[config.mk]
export PLATFORM = sky130hd
export DESIGN_NAME = digital_clock
export DESIGN_NICKNAME = d
export VERILOG_FILES = /design/src/rtl/digital_clock.sv
export SDC_FILE = /design/constraint.sdc
export NUM_CORES = 1
export LEC_CHECK = 0
export CELL_PAD_IN_SITES_DETAIL_PLACEMENT = 0
export CELL_PAD_IN_SITES_GLOBAL_PLACEMENT = 2
export CORE_MARGIN = 2
export CORE_UTILIZATION = 35
export DETAILED_ROUTE_END_ITERATION = 8
export HOLD_SLACK_MARGIN = 0.03
export PLACE_DENSITY_LB_ADDON = 0.1
export SLEW_MARGIN = 20
export SYNTH_ARGS = -nofsm -noshare
export SYNTH_HDL_FRONTEND = slang
export SYNTH_SLANG_ARGS = --single-unit
[constraint.sdc]
create_clock -name clk -period 2.92 [get_ports clk]
set_input_delay 0.584 -clock clk [delete_from_list [all_inputs] [get_ports clk]]
set_output_delay 0.584 -clock clk [all_outputs]
set_load 0.02 [all_outputs]
[src/rtl/digital_clock.sv]
// digital_clock: 24-hour HH:MM:SS time-of-day counter.
// A prescaler divides clk down to a one-cycle tick every CLK_FREQ cycles.
// Each tick advances six cascaded BCD digits. Every digit is a register,
// so no input reaches an output combinationally. Reset is synchronous and
// active-high. It clears the prescaler and the time, and it overrides a
// tick that lands on the same edge.
module digital_clock #(
   parameter int CLK_FREQ = 50_000_000
) (
   input  logic       clk,
   input  logic       reset,
   output logic [3:0] sec_ones,
   output logic [3:0] sec_tens,
   output logic [3:0] min_ones,
   output logic [3:0] min_tens,
   output logic [3:0] hour_ones,
   output logic [3:0] hour_tens
);

   // The prescaler is at least 1 bit wide, so CLK_FREQ = 1 still builds.
   // In that case the counter stays at 0 and tick is always high.
   localparam int            PW    = (CLK_FREQ > 1) ? $clog2(CLK_FREQ) : 1;
   localparam logic [PW-1:0] P_MAX = PW'(CLK_FREQ - 1);

   logic [PW-1:0] prescaler;
   logic          tick;
   logic          carry_so;
   logic          carry_st;
   logic          carry_mo;
   logic          carry_mt;
   logic          hour_is_23;

   assign tick = (prescaler == P_MAX);

   // Prescaler: counts 0 .. CLK_FREQ-1, then wraps on the tick cycle.
   always_ff @(posedge clk) begin
      if (reset) begin
         prescaler <= '0;
      end else if (tick) begin
         prescaler <= '0;
      end else begin
         prescaler <= prescaler + PW'(1);
      end
   end

   // Ripple enables. Each stage advances only when every lower stage wraps
   // on this tick, so a full carry chain settles within a single cycle.
   always_comb begin
      carry_so   = tick     && (sec_ones == 4'd9);
      carry_st   = carry_so && (sec_tens == 4'd5);
      carry_mo   = carry_st && (min_ones == 4'd9);
      carry_mt   = carry_mo && (min_tens == 4'd5);
      hour_is_23 = (hour_tens == 4'd2) && (hour_ones == 4'd3);
   end

   // Seconds digits: units wrap 9 -> 0, tens wrap 5 -> 0.
   always_ff @(posedge clk) begin
      if (reset) begin
         sec_ones <= 4'd0;
         sec_tens <= 4'd0;
      end else begin
         if (tick) begin
            sec_ones <= (sec_ones == 4'd9) ? 4'd0 : sec_ones + 4'd1;
         end
         if (carry_so) begin
            sec_tens <= (sec_tens == 4'd5) ? 4'd0 : sec_tens + 4'd1;
         end
      end
   end

   // Minutes digits: same pattern as seconds, driven by the seconds carry.
   always_ff @(posedge clk) begin
      if (reset) begin
         min_ones <= 4'd0;
         min_tens <= 4'd0;
      end else begin
         if (carry_st) begin
            min_ones <= (min_ones == 4'd9) ? 4'd0 : min_ones + 4'd1;
         end
         if (carry_mo) begin
            min_tens <= (min_tens == 4'd5) ? 4'd0 : min_tens + 4'd1;
         end
      end
   end

   // Hours: 23 wraps to 00. Otherwise units roll 9 -> 0 into the tens digit.
   always_ff @(posedge clk) begin
      if (reset) begin
         hour_ones <= 4'd0;
         hour_tens <= 4'd0;
      end else if (carry_mt) begin
         if (hour_is_23) begin
            hour_ones <= 4'd0;
            hour_tens <= 4'd0;
         end else if (hour_ones == 4'd9) begin
            hour_ones <= 4'd0;
            hour_tens <= hour_tens + 4'd1;
         end else begin
            hour_ones <= hour_ones + 4'd1;
         end
      end
   end

endmodule

==> out/qor.yml <==
timing.fmax_mhz: 445
synth_top_family_by_area: "simple AND/OR/NAND/NOR gates"
placed_cell_area_um2: 2810
start_util_pct: 36.5
synth-edff-count: 0
overflow: 0
dr.pass1.iters: 4
fin_crit_sh_pct: 77.0
grt_first_pass_wirelength_mm: 8.66
critPathTopFamily: "simple AND/OR/NAND/NOR gates"
worstPathCellList: "ha_1 > and3_1 > and4_1 > nand4_1 > or4_1 > a21oi_1"
stdcell_count: 403
h-tree-depth: 2
pre_cts_ws_ns: 0.676
antenna_found_initial: 0
yosysMostFrequentCell: "dfxtp_1"
tightestPinTransition_ns: 0.517
cp-end-kind: "flip-flop"
hp-class: "flip-flop to flip-flop"
synth-simple-area-share_pct: 32.5
yosys_warnings: 0
worst_clock_skew_ns: 0.00390
synth_mux_area_share_pct: 1.60
fp.coreArea_um2: 6870
area_growth_pct: 15.8
numCtsBuffers: 5
synth_top_area_share_pct: 39.9
pwr_density_cell_nw_per_um2: 389
cts_resized: 0
syn_inst: 283
synth_compound_area_share_pct: 7.03
clk_pin_slew_ns: 0.09
yosys.area_share.adder_pct: 2.49
drive_above_1_share_pct: 8.47
startpoint_type: "flip-flop"
fin_nets: 313
drt_iter0_drc: 54
leakagePower_nw: 0.913
antenna_left: 0
fin_crit_ns: 2.25
postCtsHoldBufs: 0
n_antenna_cell: 0
vdd_ir_drop_max_mv: 0.154
critical_path.max_fanout: 7
dieArea_um2: 7860
gp_congestion: 0.746
rsz0062_at_grt: "no"
via_per_inst: 4.87
synth-xor-area-share_pct: 10.8
ioPinCount: 26
synth_nets: 290
yosys.area.top_type: "dfxtp_1"
fp.dieW_um: 88.7
design_area_um2: 2900
gr-usage-all-layers_pct: 14.2
max-clock-path-buffers: 2
grt_pass1_vias: 1762
cpMaxStageDelayCell: "or4_1"
post-place-cells: 395
setup_viol: 0
routedWlPerCell_um: 13.0
cts_setup_buffers: 0
seq_area_frac_synth_pct: 39.9
slew_violations: 0
status: "complete, no violations"
ys_async_sr_fraction_pct: 0
maxCapViolations: 0
syn_area_um2: 2510
finalHoldViolations: 0
grt_max_degree: 26
dp_hpwl_mm: 3.57
drc: 0
worstPathArrival_ns: 2.49
synth_cell_types: 50
cts.sink_count: 50
wirelength_mm: 5.22
required_ns: 3.16
num_vias: 1962
clk_latency_ns: 0.30
synth_area_per_cell_um2: 8.86
ys_top_cells_by_area: "dfxtp_1 (40%), xnor2_1 (8.4%), nor2_1 (6.9%)"
worstPathBufferInverterCount: 0
max_stage_delay_ns: 0.57
slew_headroom_pct: 65.5
tns_ns: 0
rows: 30
ys_ff_latch: 50
cts_tree: "built"
synth_ff_type: "dfxtp_1"
crit_type: "flip-flop to flip-flop"
portBuffers: 25
dieHeight_um: 88.7
layout_setup_ws_ns: 0.671
ys_top_cells_by_count: "dfxtp_1 (50), nor2_1 (46), xnor2_1 (24)"
cts_root_buf: "clkbuf_8"
## registers in the layout, indices dropped and copies added, names as in the netlist
register   cells
prescaler     26
sec_tens       4
sec_ones       4
min_ones       4
min_tens       4
hour_ones      4
hour_tens      4
## report_power, final
part / internal, W / switching [W]
Sequential: 0.000685 / 0.00000283
Combinational: 0.00000552 / 0.0000138
Clock: 0.000192 / 0.000232
## stage by stage
stage / utilization (%) / hold WS (ns) / power (W)
floorplan: - / 0.426 / 0.000720
global placement: 40.9 / 0.436 / 0.000724
detailed placement: 40.9 / 0.447 / 0.000724
CTS: 42.3 / 0.473 / 0.00116
global route: 42.3 / 0.504 / 0.00118
finish: 42.3 / 0.467 / 0.00113
## cell type report
type / instances / area [µm²]
Clock inverter: 1 / 5.00
Inverter: 16 / 60.1
Tap cell: 96 / 120
Fill cell: 720 / 3970
Clock buffer: 7 / 86.3
Multi-Input combinational cell: 206 / 1370
Timing Repair Buffer: 27 / 265
Sequential cell: 50 / 1000
## cells by family (layout without fill, tap and decap cells)
logic type,Yosys count,after routing
and+or+nand+nor,137,137
xor gates and xnor gates,31,31
DFF,50,50
muxes,4,4
buffers and inverters,27,51
AOI/OAI and AO/OA,29,29
adders and majority gates,5,5
## final timing paths
path | start | to | slack (ns) | cells past startpoint
max | prescaler[0]$_SDFF_PP0_ | hour_tens[3]$_SDFFE_PP0P_ | 0.67 | 6
min | prescaler[0]$_SDFF_PP0_ | prescaler[0]$_SDFF_PP0_ | 0.47 | 1
max reg2reg | prescaler[0]$_SDFF_PP0_ | hour_tens[3]$_SDFFE_PP0P_ | 0.67 | 6
min reg2reg | prescaler[0]$_SDFF_PP0_ | prescaler[0]$_SDFF_PP0_ | 0.47 | 1
## cell usage in the layout, fill, tap and decap left out, drive strengths merged, types with 8 or more instances in the layout
cell,instances
inv,16
nor2,46
nor4,14
dfxtp,50
clkdlybuf4s50,25
xnor2,24
nand4,8
nand2,12
nand3,14
a21oi,12
## routing by layer
layer	global-route usage, %	part of all wire, %	routed length (µm)
met5	0	0	0
met4	5.37	1.5	78
met3	2.80	2.6	138
met2	21.7	45	2330
met1	19.7	51	2680
Note: power is estimated with default switching activity, not from simulation.
